File: src/rtl/lcm_controler_eg9013f_nz_axi_slave.sv
// AXI4-Lite slave front end for the EG9013F-NZ LCM: converts S00_AXI traffic into
// single-cycle word-addressed write/read pulses on the RAM-stage port.
module lcm_controler_eg9013f_nz_axi_slave #(
    parameter int unsigned C_S_AXI_DATA_WIDTH = 32,
    parameter int unsigned OPT_MEM_ADDR_BITS  = 10,
    parameter int unsigned C_S_AXI_ADDR_WIDTH = 12
) (
    input  logic                              clk,
    input  logic                              rst_n,
    input  logic [C_S_AXI_ADDR_WIDTH-1:0]     s_axi_awaddr,
    input  logic [2:0]                        s_axi_awprot,
    input  logic                              s_axi_awvalid,
    output logic                              s_axi_awready,
    input  logic [C_S_AXI_DATA_WIDTH-1:0]     s_axi_wdata,
    input  logic [C_S_AXI_DATA_WIDTH/8-1:0]   s_axi_wstrb,
    input  logic                              s_axi_wvalid,
    output logic                              s_axi_wready,
    output logic [1:0]                        s_axi_bresp,
    output logic                              s_axi_bvalid,
    input  logic                              s_axi_bready,
    input  logic [C_S_AXI_ADDR_WIDTH-1:0]     s_axi_araddr,
    input  logic [2:0]                        s_axi_arprot,
    input  logic                              s_axi_arvalid,
    output logic                              s_axi_arready,
    output logic [C_S_AXI_DATA_WIDTH-1:0]     s_axi_rdata,
    output logic [1:0]                        s_axi_rresp,
    output logic                              s_axi_rvalid,
    input  logic                              s_axi_rready,
    output logic                              ram_wen,
    output logic [OPT_MEM_ADDR_BITS-1:0]      ram_waddr,
    output logic [C_S_AXI_DATA_WIDTH-1:0]     ram_wdata,
    output logic [C_S_AXI_DATA_WIDTH/8-1:0]   ram_wstrb,
    output logic                              ram_ren,
    output logic [OPT_MEM_ADDR_BITS-1:0]      ram_raddr,
    input  logic [C_S_AXI_DATA_WIDTH-1:0]     ram_rdata
);

    localparam int unsigned ADDR_LSB = $clog2(C_S_AXI_DATA_WIDTH / 8);
    localparam int unsigned STRB_W   = C_S_AXI_DATA_WIDTH / 8;
    localparam int unsigned OMB      = OPT_MEM_ADDR_BITS;
    localparam int unsigned DW       = C_S_AXI_DATA_WIDTH;

    typedef enum logic {
        WIdle,
        WResp
    } w_state_t;

    typedef enum logic [1:0] {
        RIdle,
        RIssue,
        RWait,
        RValid
    } r_state_t;

    // ------------------------------------------------------------------
    // Write channel
    // ------------------------------------------------------------------
    w_state_t            r_w_state;
    w_state_t            w_w_state_d;
    logic                r_aw_done;
    logic                w_aw_done_d;
    logic                r_w_done;
    logic                w_w_done_d;
    logic                r_awready;
    logic                w_awready_d;
    logic                r_wready;
    logic                w_wready_d;
    logic                r_bvalid;
    logic                w_bvalid_d;
    logic                r_wen;
    logic                w_wen_d;
    logic [OMB-1:0]      r_waddr;
    logic [OMB-1:0]      w_waddr_d;
    logic [DW-1:0]       r_wdata;
    logic [DW-1:0]       w_wdata_d;
    logic [STRB_W-1:0]   r_wstrb;
    logic [STRB_W-1:0]   w_wstrb_d;
    logic                w_aw_hs;
    logic                w_w_hs;

    assign w_aw_hs = s_axi_awvalid && r_awready;
    assign w_w_hs  = s_axi_wvalid && r_wready;

    always_comb begin
        w_w_state_d = r_w_state;
        w_aw_done_d = r_aw_done;
        w_w_done_d  = r_w_done;
        w_awready_d = 1'b0;
        w_wready_d  = 1'b0;
        w_bvalid_d  = r_bvalid;
        w_wen_d     = 1'b0;
        w_waddr_d   = r_waddr;
        w_wdata_d   = r_wdata;
        w_wstrb_d   = r_wstrb;
        case (r_w_state)
            WIdle: begin
                if (w_aw_hs) begin
                    w_aw_done_d = 1'b1;
                    // Upper byte-address bits are dropped, so the word address wraps.
                    w_waddr_d   = s_axi_awaddr[ADDR_LSB +: OMB];
                end
                if (w_w_hs) begin
                    w_w_done_d = 1'b1;
                    w_wdata_d  = s_axi_wdata;
                    w_wstrb_d  = s_axi_wstrb;
                end
                if (w_aw_done_d && w_w_done_d) begin
                    w_w_state_d = WResp;
                    w_wen_d     = 1'b1;
                    w_bvalid_d  = 1'b1;
                end else begin
                    w_awready_d = !w_aw_done_d;
                    w_wready_d  = !w_w_done_d;
                end
            end
            WResp: begin
                if (r_bvalid && s_axi_bready) begin
                    w_w_state_d = WIdle;
                    w_bvalid_d  = 1'b0;
                    w_aw_done_d = 1'b0;
                    w_w_done_d  = 1'b0;
                    w_awready_d = 1'b1;
                    w_wready_d  = 1'b1;
                end
            end
            default: begin
                w_w_state_d = WIdle;
            end
        endcase
    end

    always_ff @(posedge clk) begin
        if (!rst_n) begin
            r_w_state <= WIdle;
            r_aw_done <= 1'b0;
            r_w_done  <= 1'b0;
            r_awready <= 1'b0;
            r_wready  <= 1'b0;
            r_bvalid  <= 1'b0;
            r_wen     <= 1'b0;
            r_waddr   <= '0;
            r_wdata   <= '0;
            r_wstrb   <= '0;
        end else begin
            r_w_state <= w_w_state_d;
            r_aw_done <= w_aw_done_d;
            r_w_done  <= w_w_done_d;
            r_awready <= w_awready_d;
            r_wready  <= w_wready_d;
            r_bvalid  <= w_bvalid_d;
            r_wen     <= w_wen_d;
            r_waddr   <= w_waddr_d;
            r_wdata   <= w_wdata_d;
            r_wstrb   <= w_wstrb_d;
        end
    end

    // ------------------------------------------------------------------
    // Read channel
    // ------------------------------------------------------------------
    r_state_t            r_r_state;
    r_state_t            w_r_state_d;
    logic                r_arready;
    logic                w_arready_d;
    logic                r_ren;
    logic                w_ren_d;
    logic                r_rvalid;
    logic                w_rvalid_d;
    logic [OMB-1:0]      r_raddr;
    logic [OMB-1:0]      w_raddr_d;
    logic [DW-1:0]       r_rdata;
    logic [DW-1:0]       w_rdata_d;

    always_comb begin
        w_r_state_d = r_r_state;
        w_arready_d = 1'b0;
        w_ren_d     = 1'b0;
        w_rvalid_d  = r_rvalid;
        w_raddr_d   = r_raddr;
        w_rdata_d   = r_rdata;
        case (r_r_state)
            RIdle: begin
                if (s_axi_arvalid && r_arready) begin
                    w_raddr_d   = s_axi_araddr[ADDR_LSB +: OMB];
                    w_ren_d     = 1'b1;
                    w_r_state_d = RIssue;
                end else begin
                    w_arready_d = 1'b1;
                end
            end
            RIssue: begin
                w_r_state_d = RWait;
            end
            RWait: begin
                // RAM stage returns data the cycle after the ren pulse.
                w_rdata_d   = ram_rdata;
                w_rvalid_d  = 1'b1;
                w_r_state_d = RValid;
            end
            RValid: begin
                if (s_axi_rready) begin
                    w_rvalid_d  = 1'b0;
                    w_arready_d = 1'b1;
                    w_r_state_d = RIdle;
                end
            end
            default: begin
                w_r_state_d = RIdle;
            end
        endcase
    end

    always_ff @(posedge clk) begin
        if (!rst_n) begin
            r_r_state <= RIdle;
            r_arready <= 1'b0;
            r_ren     <= 1'b0;
            r_rvalid  <= 1'b0;
            r_raddr   <= '0;
            r_rdata   <= '0;
        end else begin
            r_r_state <= w_r_state_d;
            r_arready <= w_arready_d;
            r_ren     <= w_ren_d;
            r_rvalid  <= w_rvalid_d;
            r_raddr   <= w_raddr_d;
            r_rdata   <= w_rdata_d;
        end
    end

    // Protection bits and the dropped address bits are intentionally ignored.
    logic w_unused;
    assign w_unused = ^{s_axi_awprot, s_axi_arprot, s_axi_awaddr, s_axi_araddr};

    assign s_axi_awready = r_awready;
    assign s_axi_wready  = r_wready;
    assign s_axi_bresp   = 2'b00;
    assign s_axi_bvalid  = r_bvalid;
    assign s_axi_arready = r_arready;
    assign s_axi_rdata   = r_rdata;
    assign s_axi_rresp   = 2'b00;
    assign s_axi_rvalid  = r_rvalid;
    assign ram_wen       = r_wen;
    assign ram_waddr     = r_waddr;
    assign ram_wdata     = r_wdata;
    assign ram_wstrb     = r_wstrb;
    assign ram_ren       = r_ren;
    assign ram_raddr     = r_raddr;

endmodule

File: config.mk
export PLATFORM = sky130hd
export DESIGN_NAME = lcm_controler_eg9013f_nz_axi_slave
export DESIGN_NICKNAME = d
export VERILOG_FILES = /design/src/rtl/lcm_controler_eg9013f_nz_axi_slave.sv
export SDC_FILE = /design/constraint.sdc
export NUM_CORES = 1
export LEC_CHECK = 0
export ABC_AREA = 1
export BUFFER_PORTS_ARGS = -buffer_cell sky130_fd_sc_hd__buf_2
export CAP_MARGIN = 10
export CORE_MARGIN = 2
export CORE_UTILIZATION = 44
export CTS_CLUSTER_DIAMETER = 80
export DETAILED_ROUTE_END_ITERATION = 8
export MAX_ROUTING_LAYER = met4
export PLACE_DENSITY = 0.78
export SLEW_MARGIN = 10
export SYNTH_ARGS = -nofsm -noshare
export SYNTH_HDL_FRONTEND = slang
export SYNTH_SLANG_ARGS = --single-unit
export TNS_END_PERCENT = 5
File: constraint.sdc
create_clock -name clk -period 1.6 [get_ports clk]
set_input_delay 0.48 -clock clk [delete_from_list [all_inputs] [get_ports clk]]
set_output_delay 0.48 -clock clk [all_outputs]
set_load 0.02 [all_outputs]
# Word-level counts from Yosys, hierarchy flattened
# Cells that the tools add are included.
[word_totals] reg_bits=100 input_bits=105 out_inout_bits=99 word_cells=68
[op_classes] n_eq_ne=7 n_mux=26 bitwise_logic=2 n_reduce_logical=17
[ops] cell="one-hot mux 1 bit (2 select lines)" n=8
[ops] cell="two-way mux 1 bit" n=15
[ops] cell="AND reduction 2 bit" n=7
[ops] cell="one-hot mux 2 bit (4 select lines)" n=1
[ops] cell="inequality test 2 bit, second input constant" n=3
[ops] cell="logical AND 1 bit" n=5
[ops] cell="equality test 2 bit, second input constant" n=2
[ops] cell="two-way mux 2 bit" n=2
[ops] cell="equality test 2 x 1 -> 1 bit, second input constant" n=1
[ops] cell="logical NOT 1 bit" n=2
[ops] cell="logical NOT 2 bit" n=1
[ops] cell="inequality test 2 x 1 -> 1 bit, second input constant" n=1
[ops] cell="NOT 1 bit" n=2
[ops] cell="nonzero test 2 bit" n=1
[ops] cell="OR reduction 2 bit" n=1

# Logic depth before layout (Yosys ltp)
# Gate-level depths: netlist (run 1).
[depth] word_depth=6 mapped_depth=7 depth_no_buf=6

# Least setup slack after synthesis (run 1)
# OpenSTA, ideal clock, no wires.
[synth_path] kind="reg-to-reg" from="register r_r_state[0]" to="register r_rdata[21], in the netlist s_axi_rdata[21]" setup_ns=0.064 arrival_time_ns=1.200 t_required_ns=1.536 setup_slack_ns=0.336 stages_incl_launch_ff=7 n_path_buf=1 period_less_slack_ns=1.264 cell_sequence="dfxtp_1 inv_1 ha_1 inv_1 clkbuf_1 nor2_1 nor2_1"
[synth_between] elab_chain_cells=1
[synth_lines] item="start: declaration" line="161" text="r_state_t r_r_state;"
[synth_lines] item="start signal: assignment" line="215" text="r_r_state <= RIdle;"
[synth_lines] item="start signal: assignment" line="222" text="r_r_state <= w_r_state_d;"
[synth_lines] item="equality test 2 bit" line="181" text="case (r_r_state)"
[synth_lines] item="end signal: assignment" line="227" text="r_rdata <= w_rdata_d;"
[synth_lines] item="end: declaration" line="171" text="logic [DW-1:0] r_rdata;"
# Every way passes these cells.
# A chain may end at the register's enable or synchronous reset.

# Worst setup path in the final report (run 1)
[layout_path] from="register r_awready, in the netlist s_axi_awready" to="output s_axi_awready"
[layout_rtl] item="start: declaration" line="64" text="logic r_awready;"
[layout_rtl] item="start signal: assignment" line="148" text="r_awready <= w_awready_d;"
[layout_rtl] item="end: declaration" line="13" text="output logic s_axi_awready,"
# No word-level cell between the ends.

==> results by group, run 1 <==
Run status
  • Status: complete, no violations

Logic synthesis
  • Synth Area in XOR/XNOR: 0%
  • Synth top area cells: dfxtp_1 54%, nor2_1 11%, o21ai_0 9.2%
  • Sequential area share after synthesis: 53.9%
  • Post-Syn Area: 3710 um^2
  • Yosys top cell by area: dfxtp_1
  • Compound-Gate Fraction of Synth Area: 12.8%
  • #FFs+latches synth: 100
  • Post-synth top flop: dfxtp_1
  • Yosys warnings: 0
  • Mux share of post-synthesis cell area: 0%
  • Post-synthesis cell type count: 22
  • Syn Inst Count: 454
  • Share of the synthesized area in the top cell type: 53.9%
  • Largest family of logic cells by synthesized area: simple AND/OR/NAND/NOR gates
  • Adder-cell area share of the yosys netlist: 1.35%
  • Simple-Gate Fraction of Synth Area: 24.4%
  • Syn_area_per_cell: 8.18 um^2
  • Async set or reset register ratio after synthesis: 0%
  • EDFF count, synth: 0

Setup path
  • CP Depth: 1
  • CP endpoint kind: output pin
  • CP delay by family, top: flip-flops
  • R2R cell count: 5
  • Reg2reg end: s_axi_rdata[8]$_SDFFE_PN0P_
  • CP Cell Sequence: buf_2
  • CP max FO: 4
  • Startpoint types: flip-flop
  • Reg2reg start: r_r_state[0]$_SDFFE_PN0P_
  • R2R setup slack: 240 ps
  • Worst endpoint data arrival time: 920 ps
  • Critical path class: reg2out
  • Buf+Inv Stages, Crit Path: 1
  • Crit path to: s_axi_awready
  • Worst Path Required: 1120 ps
  • Max incr delay on CP: 390 ps
  • Slowest CP cell: dfxtp_1
  • Crit. Startpoint: s_axi_awready$_SDFF_PN0_

Clock network
  • Root buffer cell: clkbuf_8
  • H-tree levels: 3
  • Post-CTS Setup Repair Bufs: 0
  • Clock buffer count from CTS: 9
  • CTS tree: built
  • # clock sinks: 100
  • Clk buf depth: 2
  • Clock transition at path regs: 90 ps
  • Clock latency on the worst-skew pair: 340 ps
  • PostCTS Resize Cnt: 0
  • Number of hold buffers added after cts: 0

Timing
  • # setup viols final: 0
  • Worst Skew: 8.47 ps
  • Final min period: 1400 ps
  • RSZ-0062 raised after global routing: false
  • Slew Viols, Final: 0
  • Final Hold Viols: 0
  • Peak Freq: 712 MHz
  • Setup TNS: 0 ps
  • Ratio of final minimum period to clock period: 87.7%

Cells and area
  • Synth-to-Final Area Change: 30.6%
  • Layout cells sized above 1: 38.4%
  • Final #Nets: 744
  • Fill cells: 774
  • FF+latch area: 2000 um^2
  • Commonest cells after routing, fill and taps aside: 189 x buf_2, 113 x nor2_1, 100 x dfxtp_1
  • Antenna diodes: 0
  • Core Util, Final: 59.1%
  • Footprint of the multi-input gates: 1450 um^2
  • Most common cell after layout, fill and taps aside: buf_2

Floorplanning
  • Rows: 33
  • I/O pins: 204
  • DIE WIDTH: 95.9 um
  • Die area: 9190 um^2
  • Core ar.: 8220 um^2
  • Chip height: 95.9 um
  • Initial Utilization: 45.2%

Min path
  • Worst hold stages: 3
  • Worst Hold Class: in2reg

Routing
  • Average wire per cell in the routed design: 12.1 um
  • Post-route ant nets: 0
  • Vias/cell: 4.80
  • Final WL: 9.03 mm
  • DRT iter0 DRCs: 121
  • Via count: 3,578
  • # DRC: 0
  • Initial DRT Pass Iterations: 4

Power
  • Comb power frac: 32.7%
  • Peak VDD IR: 0.894 mV
  • Flop pwr share: 46.8%
  • Cell internal pwr: 4.32 mW
  • Switching power total: 2.55 mW
  • Switching Fraction: 37.1%
  • Power per cell area: 1420 nW/um^2
  • Leakage: 2.43 nW
  • Clock power frac: 20.5%

Global routing
  • Initial antenna violation count: 0
  • Total track usage: 19.7%
  • GRT overflow: 0
  • Vias in the first global route: 3,278
  • Largest net degree at the start of global routing: 50
  • First-pass GRT wire length: 14.0 mm

Place
  • Detailed Place HPWL: 6.65 mm
  • Placer Congestion: 0.712
  • IO buf count: 189

Run
  • Max Cap Violations: 0
[sequential cells by signal, indices dropped and copies added (netlist names), 2 cells and up]
signal / cells
r_r_state: 2
ram_raddr: 10
ram_wstrb: 4
s_axi_rdata: 32
ram_wdata: 32
ram_waddr: 10
[metrics by stage]
step	worst slack (ps)	area, um^2	total power [mW]	hold WS [ps]	std cells
global route	93.9	4850	7.34	335	745
finish	196	4850	6.88	352	745
detailed placement	121	4680	5.53	450	729
CTS	174	4850	6.97	333	745
global placement	149	4680	5.46	442	729
floorplan	336	3730	4.77	433	457
[layer usage]
metal	wire (um)	track usage, %
met1	3630	21.1
met2	4390	34.1
met4	116	7.38
met5	0	-
met3	895	6.26
[worst min path at each step]
stage	end	from
after global placement	r_aw_done$_SDFFE_PN0P_	r_aw_done$_SDFFE_PN0P_
after global routing	s_axi_rdata[15]$_SDFFE_PN0P_	ram_rdata[15]
after CTS	s_axi_rdata[17]$_SDFFE_PN0P_	ram_rdata[17]
after floorplan	r_aw_done$_SDFFE_PN0P_	r_aw_done$_SDFFE_PN0P_
after detailed placement	r_aw_done$_SDFFE_PN0P_	r_aw_done$_SDFFE_PN0P_
final	s_axi_rdata[12]$_SDFFE_PN0P_	ram_rdata[12]
[power groups by stage]
stage	sequential, mW	combinational (mW)	clock [mW]
after global placement	3.25	2.21	0
after global routing	3.28	2.49	1.57
after CTS	3.22	2.28	1.48
final	3.22	2.25	1.41
after floorplan	3.83	0.937	0
after detailed placement	3.27	2.27	0
[cells by family after synthesis]
logic type | count (synthesis)
buffers and inverters | 44
adders and majority gates | 4
other | 1
DFF | 100
AOI/OAI and AO/OA | 95
and+or+nand+nor | 210
[layout make-up]
class	instances	area share, %
sequential	100	41.2
clock buffer	11	2.71
clock inverter	5	0.773
tap	105	2.71
inverter	12	1.19
multi-input combinational	313	29.8
timing repair buffer	199	21.6
[cells in the mapped netlist, types with 3 or more instances]
library cell / n
a21oi_1: 26
buf_12: 3
buf_2: 10
buf_4: 4
buf_6: 3
clkbuf_1: 11
dfxtp_1: 100
ha_1: 4
inv_1: 9
nand2_1: 48
nand3_1: 7
nand4_1: 11
nor2_1: 113
nor2_2: 30
o21ai_0: 68
Power figures use the tool's default switching activity.
==> run 2, diff against run 1 <==
--- a/config.mk
+++ b/config.mk
@@ -5,15 +5,14 @@
 export SDC_FILE = /design/constraint.sdc
 export NUM_CORES = 1
 export LEC_CHECK = 0
-export ABC_AREA = 1
 export BUFFER_PORTS_ARGS = -buffer_cell sky130_fd_sc_hd__buf_2
 export CAP_MARGIN = 10
 export CORE_MARGIN = 2
-export CORE_UTILIZATION = 44
+export CORE_UTILIZATION = 46
 export CTS_CLUSTER_DIAMETER = 80
 export DETAILED_ROUTE_END_ITERATION = 8
 export MAX_ROUTING_LAYER = met4
-export PLACE_DENSITY = 0.78
+export PLACE_DENSITY = 0.8
 export SLEW_MARGIN = 10
 export SYNTH_ARGS = -nofsm -noshare
 export SYNTH_HDL_FRONTEND = slang
==> run 2 against run 1 <==
Worst setup slack worse by 50 ps. Combinational power down 21%. Utilization up 1.2 points. Design area up 7.3%. Fmax down 3.4%. Register-to-register slack worse by 70 ps. Area after synthesis up 9.0%. Non-clock buffer count down 5. Clock skew up 6.1 ps. Die area up 4.1%. Critical path type unchanged. Largest cell class unchanged.
==> results by group, run 2 <==
Run status
  • Status: complete, no violations (unchanged)

Min path
  • Beginning of the worst hold path: s_axi_araddr[5] (was ram_rdata[12])
  • Hold endpoint: ram_raddr[3]$_SDFFE_PN0P_ (was s_axi_rdata[12]$_SDFFE_PN0P_)
  • Worst Hold Class: in2reg (unchanged)
  • Worst hold stages: 3 (unchanged)

Floorplanning
  • I/O pins: 204 (unchanged)
  • DIE WIDTH: 97.8 um (was 95.9 um)
  • Die area: 9570 um^2 (was 9190 um^2)
  • Initial Utilization: 46.9% (was 45.2%)
  • Rows: 34 (was 33)
  • Core ar.: 8640 um^2 (was 8220 um^2)
  • Chip height: 97.8 um (was 95.9 um)

Global routing
  • GRT overflow: 0 (unchanged)
  • Total track usage: 19.0% (was 19.7%)
  • Met1 Track Usage GR: 22.7% (was 21.1%)
  • GR peak layer: met2 (unchanged)
  • Vias in the first global route: 3,225 (was 3,278)
  • First-pass GRT wire length: 14.6 mm (was 14.0 mm)
  • Largest net degree at the start of global routing: 38 (was 50)
  • Initial antenna violation count: 0 (unchanged)
  • Met2 Use GR: 31.1% (was 34.1%)
  • GR Util met3: 4.51% (was 6.26%)

Clock network
  • Clk buf depth: 2 (unchanged)
  • CTS tree: built (unchanged)
  • Clock buffer count from CTS: 9 (unchanged)
  • # clock sinks: 100 (unchanged)
  • Post-CTS Setup Repair Bufs: 0 (unchanged)
  • H-tree levels: 3 (unchanged)
  • Clock transition at path regs: 110 ps (was 90 ps)
  • Clock latency on the worst-skew pair: 360 ps (was 340 ps)
  • Root buffer cell: clkbuf_8 (unchanged)
  • Number of hold buffers added after cts: 0 (unchanged)

Logic synthesis
  • Syn Inst Count: 395 (was 454)
  • #FFs+latches synth: 100 (unchanged)
  • Share of the synthesized area in the top cell type: 49.4% (was 53.9%)
  • Sequential area share after synthesis: 49.4% (was 53.9%)
  • Async set or reset register ratio after synthesis: 0% (unchanged)
  • Synth top area cells: dfxtp_1 49%, mux2i_1 11%, a21boi_2 8.3% (was dfxtp_1 54%, nor2_1 11%, o21ai_0 9.2%)
  • Syn_area_per_cell: 10.3 um^2 (was 8.18 um^2)
  • Post-Syn Area: 4050 um^2 (was 3710 um^2)
  • Simple-Gate Fraction of Synth Area: 19.4% (was 24.4%)
  • Most numerous cell in the Yosys netlist: dfxtp_1 (was nor2_1)
  • EDFF count, synth: 0 (unchanged)
  • Yosys top cell by area: dfxtp_1 (unchanged)
  • Compound-Gate Fraction of Synth Area: 13.2% (was 12.8%)
  • Adder-cell area share of the yosys netlist: 1.24% (was 1.35%)
  • Synth cell count leaders: 100 x dfxtp_1, 88 x nand2_1, 45 x nor2b_1 (was 113 x nor2_1, 100 x dfxtp_1, 68 x o21ai_0)
  • Yosys warnings: 0 (unchanged)
  • Mux share of post-synthesis cell area: 10.9% (was 0%)
  • Post-synthesis cell type count: 29 (was 22)
  • Post-synth top flop: dfxtp_1 (unchanged)
  • Synth Area in XOR/XNOR: 0% (unchanged)
  • Largest family of logic cells by synthesized area: simple AND/OR/NAND/NOR gates (unchanged)

Timing
  • Ratio of final minimum period to clock period: 90.8% (was 87.7%)
  • Worst Skew: 14.6 ps (was 8.47 ps)
  • # setup viols final: 0 (unchanged)
  • Final min period: 1450 ps (was 1400 ps)
  • Final Hold Viols: 0 (unchanged)
  • Peak Freq: 688 MHz (was 712 MHz)
  • Setup TNS: 0 ps (unchanged)
  • RSZ-0062 raised after global routing: false (unchanged)
  • Slew Viols, Final: 0 (unchanged)
  • Hold slack: 350 ps (was 352 ps)

Place
  • Detailed Place HPWL: 6.56 mm (was 6.65 mm)
  • Post-DP Area: 5000 um^2 (was 4680 um^2)
  • Placer Congestion: 0.797 (was 0.712)
  • IO buf count: 189 (unchanged)

Cells and area
  • Fill cells: 755 (was 774)
  • Antenna diodes: 0 (unchanged)
  • Layout cells sized above 1: 44.3% (was 38.4%)
  • Core Util, Final: 60.3% (was 59.1%)
  • Post-Layout Inst Area: 5210 um^2 (was 4850 um^2)
  • Commonest cells after routing, fill and taps aside: 189 x buf_2, 100 x dfxtp_1, 88 x nand2_1 (was 189 x buf_2, 113 x nor2_1, 100 x dfxtp_1)
  • Most common cell after layout, fill and taps aside: buf_2 (unchanged)
  • Synth-to-Final Area Change: 28.6% (was 30.6%)
  • Final #Nets: 684 (was 744)

Setup path
  • R2R setup slack: 170 ps (was 240 ps)
  • Max incr delay on CP: 420 ps (was 390 ps)
  • CP delay by family, top: flip-flops (unchanged)
  • CP endpoint kind: output pin (unchanged)
  • R2R cell count: 5 (unchanged)
  • Critical path class: reg2out (unchanged)
  • Worst endpoint data arrival time: 970 ps (was 920 ps)
  • Reg2reg end: r_r_state[1]$_SDFFE_PN0P_ (was s_axi_rdata[8]$_SDFFE_PN0P_)
  • Startpoint types: flip-flop (unchanged)
  • Reg2reg start: r_r_state[0]$_SDFFE_PN0P_ (unchanged)
  • CP max FO: 4 (unchanged)
  • Buf+Inv Stages, Crit Path: 1 (unchanged)
  • CP Cell Sequence: buf_2 (unchanged)
  • Worst Path Required: 1120 ps (about the same)
  • Slowest CP cell: dfxtp_1 (unchanged)

Routing
  • Post-route ant nets: 0 (unchanged)
  • Average wire per cell in the routed design: 12.8 um (was 12.1 um)
  • # DRC: 0 (unchanged)
  • Via count: 3,277 (was 3,578)
  • Final WL: 8.80 mm (was 9.03 mm)
  • DRT iter0 DRCs: 52 (was 121)
  • Vias/cell: 4.76 (was 4.80)
  • Initial DRT Pass Iterations: 4 (unchanged)

Power
  • Peak VDD IR: 0.841 mV (was 0.894 mV)
  • Power per cell area: 1230 nW/um^2 (was 1420 nW/um^2)
  • Leakage: 2.38 nW (was 2.43 nW)
  • Pwr Total: 6.39 mW (was 6.88 mW)

Run
  • Max Cap Violations: 0 (unchanged)
[run 2: cell types whose count changed in the layout (fill, tap and decap cells not counted), moves of 5 or more]
cell      change
nor2_1      -112
o21ai_0      -65
nor2b_1      +45
mux2i_1      +44
nand2_1      +40
a21boi_2     +30
nor2_2       -30
a21oi_1      -19
a21boi_0     +17
nand4_1      -11
nand2_2      +10
buf_4         -6
inv_1         -5
nand3_1       -5
[run 2: where the power goes]
part	switching, mW	internal, mW
Combinational	1.02	0.743
Clock	0.918	0.748
Sequential	0.169	2.78
[run 2: through the flow]
step / worst slack [ps] / cells
3_5_place_dp: 141 / 672
4_1_cts: 115 / 688
3_3_place_gp: 208 / 672
2_1_floorplan: 333 / 398
6_report: 147 / 688
5_1_grt: 52.5 / 688
[run 2: area by class of cell]
cell class | count | area (um^2) | share of cell area, %
clock inverters | 7 | 83.8 | 1.61
well taps | 108 | 135 | 2.59
flip-flops and latches | 100 | 2000 | 38.4
clock buffers | 9 | 124 | 2.38
inverters | 4 | 15.0 | 0.288
repair buffers | 194 | 1020 | 19.6
multi-input cells | 266 | 1830 | 35.1
[run 2: what timing repair did]
| item | in CTS | in global routing |
|---|---|---|
| setup endpoints to repair | 0 | 1 |
| resized for setup | 0 | 1 |
| endpoints found under the hold margin | 0 | 0 |
[run 2: cells by family (layout without fill, tap and decap cells)]
| kind of cell | Yosys count | count (layout) |
|---|---|---|
| muxes | 44 | 44 |
| adders and majority gates | 4 | 4 |
| AOI/OAI and AO/OA | 59 | 59 |
| DFF | 100 | 100 |
| other | 1 | 4 |
| and+or+nand+nor | 155 | 155 |
| buffers and inverters | 32 | 214 |
[run 2: worst max-delay path by stage]
stage | start | to | depth (start not counted) | slack [ps]
6_report | s_axi_wready$_SDFF_PN0_ | s_axi_wready | 1 | 150
3_3_place_gp | rst_n | ram_wdata[0]$_SDFFE_PN0P_ | 3 | 210
2_1_floorplan | r_r_state[0]$_SDFFE_PN0P_ | r_r_state[0]$_SDFFE_PN0P_ | 6 | 330
5_1_grt | r_r_state[1]$_SDFFE_PN0P_ | ram_raddr[0]$_SDFFE_PN0P_ | 5 | 50
4_1_cts | s_axi_wready$_SDFF_PN0_ | s_axi_wready | 1 | 110
3_5_place_dp | r_r_state[0]$_SDFFE_PN0P_ | ram_raddr[0]$_SDFFE_PN0P_ | 5 | 140
[run 2: layer usage]
metal  up-vias  part of all wire [%]
met3        14                   7.0
met2       138                    47
met1      1486                    44
li1       1639                     -
met4         0                   1.9
met5         -                     0
